<file path="src/rtl/vpu_operand_fetch.sv">
// Operand fetch engine: issues two back-to-back SRAM reads per enabled source
// port and collects the returned beats into small per-source operand queues.
module vpu_operand_fetch #(
  parameter int unsigned SRC_CNT = 3,
  parameter int unsigned DATA_W  = 256,
  parameter int unsigned ADDR_W  = 10
) (
  input  logic                        clk,
  input  logic                        rst_n,
  input  logic                        opget_start_i,
  input  logic [SRC_CNT-1:0]          src_en_i,
  input  logic [SRC_CNT*ADDR_W-1:0]   src_addr_i,
  output logic [SRC_CNT-1:0]          sram_rden_o,
  output logic [SRC_CNT*ADDR_W-1:0]   sram_raddr_o,
  input  logic [SRC_CNT*DATA_W-1:0]   sram_rdata_i,
  output logic                        opget_done_o,
  input  logic [SRC_CNT-1:0]          operand_queue_rden_i,
  output logic [SRC_CNT*DATA_W-1:0]   operand_data_o,
  output logic [SRC_CNT-1:0]          operand_valid_o,
  output logic                        busy_o,
  output logic                        underflow_o
);

  typedef enum logic [2:0] {
    S_IDLE,
    S_REQ0,
    S_REQ1,
    S_WAIT,
    S_DONE
  } state_t;

  state_t                      state;
  logic [SRC_CNT-1:0]          en_q;
  logic [SRC_CNT*ADDR_W-1:0]   addr_q;

  logic [DATA_W-1:0]           q_mem [SRC_CNT][2];
  logic [SRC_CNT-1:0]          wptr;
  logic [SRC_CNT-1:0]          rptr;
  logic [1:0]                  cnt [SRC_CNT];

  logic                        flush;
  logic                        wr_phase;
  logic [SRC_CNT-1:0]          q_wr;
  logic [SRC_CNT-1:0]          q_pop;
  logic [SRC_CNT-1:0]          q_empty;

  // Queue control decode: flush on accepted start, writes one cycle after each read
  always_comb begin
    flush    = (state == S_IDLE) && opget_start_i;
    wr_phase = (state == S_REQ1) || (state == S_WAIT);
    q_wr     = '0;
    q_pop    = '0;
    q_empty  = '0;
    for (int unsigned i = 0; i < SRC_CNT; i++) begin
      q_empty[i] = (cnt[i] == 2'd0);
      q_wr[i]    = wr_phase && en_q[i];
      q_pop[i]   = operand_queue_rden_i[i] && !q_empty[i];
    end
  end

  // Fetch sequencer; SRAM controls and done/busy are registered from the next state
  always_ff @(posedge clk or negedge rst_n) begin
    if (!rst_n) begin
      state        <= S_IDLE;
      en_q         <= '0;
      addr_q       <= '0;
      sram_rden_o  <= '0;
      sram_raddr_o <= '0;
      opget_done_o <= 1'b0;
      busy_o       <= 1'b0;
    end else begin
      case (state)
        S_IDLE: begin
          if (opget_start_i) begin
            en_q         <= src_en_i;
            addr_q       <= src_addr_i;
            sram_rden_o  <= src_en_i;
            sram_raddr_o <= src_addr_i;
            busy_o       <= 1'b1;
            state        <= S_REQ0;
          end
        end
        S_REQ0: begin
          sram_rden_o <= en_q;
          for (int unsigned i = 0; i < SRC_CNT; i++) begin
            sram_raddr_o[i*ADDR_W +: ADDR_W] <= addr_q[i*ADDR_W +: ADDR_W] + ADDR_W'(1);
          end
          state <= S_REQ1;
        end
        S_REQ1: begin
          sram_rden_o  <= '0;
          sram_raddr_o <= '0;
          state        <= S_WAIT;
        end
        S_WAIT: begin
          opget_done_o <= 1'b1;
          state        <= S_DONE;
        end
        S_DONE: begin
          opget_done_o <= 1'b0;
          busy_o       <= 1'b0;
          state        <= S_IDLE;
        end
        default: begin
          sram_rden_o  <= '0;
          sram_raddr_o <= '0;
          opget_done_o <= 1'b0;
          busy_o       <= 1'b0;
          state        <= S_IDLE;
        end
      endcase
    end
  end

  // Per-source 2-entry operand queues
  always_ff @(posedge clk or negedge rst_n) begin
    if (!rst_n) begin
      wptr <= '0;
      rptr <= '0;
      for (int unsigned i = 0; i < SRC_CNT; i++) begin
        cnt[i]      <= 2'd0;
        q_mem[i][0] <= '0;
        q_mem[i][1] <= '0;
      end
    end else if (flush) begin
      wptr <= '0;
      rptr <= '0;
      for (int unsigned i = 0; i < SRC_CNT; i++) begin
        cnt[i] <= 2'd0;
      end
    end else begin
      for (int unsigned i = 0; i < SRC_CNT; i++) begin
        if (q_wr[i]) begin
          q_mem[i][wptr[i]] <= sram_rdata_i[i*DATA_W +: DATA_W];
          wptr[i]           <= ~wptr[i];
        end
        if (q_pop[i]) begin
          rptr[i] <= ~rptr[i];
        end
        case ({q_wr[i], q_pop[i]})
          2'b10:   cnt[i] <= cnt[i] + 2'd1;
          2'b01:   cnt[i] <= cnt[i] - 2'd1;
          default: cnt[i] <= cnt[i];
        endcase
      end
    end
  end

  // Sticky underflow: any pop presented to an empty queue
  always_ff @(posedge clk or negedge rst_n) begin
    if (!rst_n) begin
      underflow_o <= 1'b0;
    end else if (|(operand_queue_rden_i & q_empty)) begin
      underflow_o <= 1'b1;
    end
  end

  // Queue heads and occupancy presented combinationally
  always_comb begin
    operand_data_o  = '0;
    operand_valid_o = '0;
    for (int unsigned i = 0; i < SRC_CNT; i++) begin
      operand_data_o[i*DATA_W +: DATA_W] = q_mem[i][rptr[i]];
      operand_valid_o[i]                 = !q_empty[i];
    end
  end

endmodule
</file>
<file path="config.mk">
export PLATFORM = sky130hd
export DESIGN_NAME = vpu_operand_fetch
export DESIGN_NICKNAME = d
export VERILOG_FILES = /design/src/rtl/vpu_operand_fetch.sv
export SDC_FILE = /design/constraint.sdc
export NUM_CORES = 2
export LEC_CHECK = 0
export BUFFER_PORTS_ARGS = -buffer_cell sky130_fd_sc_hd__buf_2
export CAP_MARGIN = 25
export CELL_PAD_IN_SITES_DETAIL_PLACEMENT = 0
export CELL_PAD_IN_SITES_GLOBAL_PLACEMENT = 1
export CORE_AREA = 8 8 615 617
export CTS_BUF_LIST = sky130_fd_sc_hd__clkbuf_4 sky130_fd_sc_hd__clkbuf_8 sky130_fd_sc_hd__clkbuf_16
export CTS_CLUSTER_DIAMETER = 60
export DETAILED_ROUTE_END_ITERATION = 16
export DIE_AREA = 0 0 623 625
export GPL_TIMING_DRIVEN = 0
export PLACE_DENSITY = 0.52
export SLEW_MARGIN = 25
export SYNTH_ARGS = -nofsm -noshare
export SYNTH_HDL_FRONTEND = slang
export SYNTH_SLANG_ARGS = --single-unit
</file>
<file path="constraint.sdc">
create_clock -name clk -period 2.01 [get_ports clk]
set_input_delay 0.402 -clock clk [delete_from_list [all_inputs] [get_ports clk]]
set_output_delay 0.402 -clock clk [all_outputs]
set_load 0.01 [all_outputs]
</file>
==> results.md <==
- Status: complete, but fails checks
- Failing checks: setup timing
- Initial antenna violation count: approximately 120
- Placed cell area: 85100 um^2
- Placer Congestion: 0.889
- Async S/R FF share, synth: 100%
- Tcrit/Tclk final: 146%
- CTS sink cnt: 1620
- Vias in the first global route: 57300
- Post-Synthesis Mean Instance Area: 14.0 um^2
- Synth top area share: 57.5%
- Synthesis-stage register bit count: around 1600
- CTS root buffer: clkbuf_16
- Commonest non-fill, non-tap cell in the layout: mux2_2
- CTS Buffer Depth: 4
- CP Launch Type: flop
- CP Data Arrival Time: 2530 ps
- Critical Path Fanout Max: 10
- R2r endpoint: q_mem[866]
- Synth cell types: 40
- TritonCTS buffer count: 222
- Tightest Hold Check Type: in -> async
- CTS clk-pin slew, worst paths: 60 ps
- Final hold slack: ~240 ps
- I/O pins: 1614
- Mapped Nets: 5854
- Peak VDD IR: 800 uV
- Synth warn: 0
- CTS H-tree depth: 4
- Layout area overhead: 49.8%
- Slew Viols, Final: 0
- DRC: 0
- GRT overflow: 0
- Share of cells above drive strength 1: 56.4%
- Synthesized instance count: 5044
- Worst Path Class, Setup: reg -> out
- Vias/cell: 4.14
- Final Cell Area: around 110000 um^2
- CP max stage delay: 560 ps
- Final worst-path setup slack: -922 ps
- CP max-delay cell: dfrtp_4
- Routed Antenna Nets: 0
- Top cells by area, synth: dfrtp_1 58%, mux2_2 33%, nand2_1 4.2%
- R2r setup slk: -760 ps
- Slew headroom: 41.6%
- Later-pin clock latency in the skew report: 900 ps
- Cell taking the most area after synthesis: dfrtp_1
- DIE WIDTH: ~620 um
- Clock skew: 46.7 ps
- Final wirelength: 347000 um
- Drt first pass iters: 5
- Critical-path cell list: clkbuf_16 > buf_16 > buf_12 > mux2_4 > buf_2
- Starting Density: 19.2%
- Most used DFF post-synth: dfrtp_1
- Cell Pwr Density: between 1500 and 2000 nW/um^2
- Total power: 191 mW
- Post-synth EDFFs: 0
- Final min period: 2930 ps
- 1st-iter DRT viols: between 2000 and 3000
- Final setup violation count: 2980
- Worst slack, placed: -2420 ps
- Buffers on Ports: 1613
- Max-cap violation count: 0
- Reg-to-reg startpoint: en_q[1]
- Die ar.: 389000 um^2
- Critical Path Sink Type: output port
- GRT Util Overall: 16.9%
- Largest net degree at the start of global routing: between 100 and 150
- Most frequent cells in the layout: 1920 x mux2_2, 1618 x dfrtp_1, 1480 x buf_2
- Wirelength per Cell: 27.0 um
- Worst Reg-to-Reg Cells: 5
- Core Area: 368000 um^2
- Slew @ Worst Pin: 873 ps
- First-pass GRT wire length: 472000 um
- Routed via count: 53300
- Seq/Total Area, Yosys: 57.5%
- # rows: 223
- CP required: 1610 ps
- Fmax: 0.341 GHz
- TritonCTS clock tree: yes
- RSZ-0062 raised after global routing: true
- Final Hold Violating Endpoints: 0
- Area of the mapped netlist: just over 70000 um^2
- Crit path max-delay family: buffers and inverters
- Pleak: 47.6 nW
- Dpl hpwl: 275000 um
- Buffer and inverter count on the worst path: 4
- Die Ht: ~630 um
- Nets: 8588
-- worst reg2reg max path, cell delays in order, from the launching register on --
cell and delay [ps]:
dfrtp_1 460, nand3b_1 300, nor2_4 570, buf_2 540
buf_4 380, mux2_2 370
-- sequential cells by signal, summed over array words and instances (netlist names) --
signal	count
sram_rden_o	3
state	3
en_q	3
opget_done_o	1
wptr	3
addr_q	30
rptr	3
busy_o	1
sram_raddr_o	30
q_mem	1536
cnt	6
underflow_o	1
-- routing by layer --
metal / up-vias / part of all wire, % / global-route usage (%)
met4: 32 / 3.6 / 5.31
met3: 556 / 6.9 / 4.51
li1: 23200 / - / -
met5: - / 0.058 / 0
met1: 27800 / 40 / 20.2
met2: 1747 / 50 / 29.4
-- synthesized netlist by cell type, drive strengths merged, types with 3 or more instances --
master / instances
nand3b: 6
nor3: 15
nor4: 6
a31oi: 12
o21ai: 28
nand4: 3
a22oi: 19
mux2i: 4
o21a: 9
clkbuf: 25
a32o: 3
nand2: 794
inv: 11
nand3: 14
a21oi: 26
nor2: 55
ha: 3
xnor2: 10
mux2: 2077
buf: 280
xor2: 11
dfrtp: 1620
-- metrics by stage --
stage | setup TNS [ps] | cells | util [%]
after floorplan | 0 | 5044 | -
after global placement | - | 11500 | 23.0
after detailed placement | -3032770 | 11500 | 23.1
after CTS | -1871230 | 12800 | 28.1
after global routing | -1818910 | 12800 | 28.7
final | -1290660 | 12900 | 28.7
-- worst max path at each step --
stage                     startpoint                   to  slack (ps)  cells past startpoint
after floorplan              rptr[0]  operand_data_o[105]         200                      4
after detailed placement       rst_n          q_mem[1032]       -2420                      7
after global routing         rptr[2]  operand_data_o[568]       -1050                      5
after CTS                    rptr[2]  operand_data_o[561]       -1110                      5
final                        rptr[2]  operand_data_o[568]        -920                      5
after global placement         rst_n          q_mem[1030]      -36820                      1
-- final cells by class --
cell class	instances	area [um^2]
Inverter	11	41.3
Sequential cell	1620	40500
Timing Repair Buffer	2519	19600
Clock inverter	110	1430
Buffer	296	2990
Antenna cell	67	168
Fill cell	37800	262000
Multi-Input combinational cell	3108	28400
Tap cell	4837	6050
Clock buffer	297	6380
-- cells by family after synthesis --
family	count (synthesis)	synth area share (%)
buf+inv	316	3.04
flops	1620	57.5
mux	2081	33.2
simple gates	900	4.99
fa+ha+maj	3	0.0532
compound gates	103	0.919
xor+xnor	21	0.261
-- report_power, final --
part / total [mW] / switching, mW / internal [mW]
combinational: 91.4 / 46.5 / 44.8
clock: 41.6 / 16.3 / 25.3
sequential: 57.8 / 8.31 / 49.5
total: 191 / 71.1 / 120
-- what timing repair did --
item,4_1_cts,5_1_grt
setup buffers,24,19
pin swaps,1,0
hold buffers,808,1
gates resized for setup,465,423
endpoints found under the hold margin,1893,374
cloned,18,27
endpoints found under the setup margin,3127,3160
Note: power is estimated with default switching activity, not from simulation.
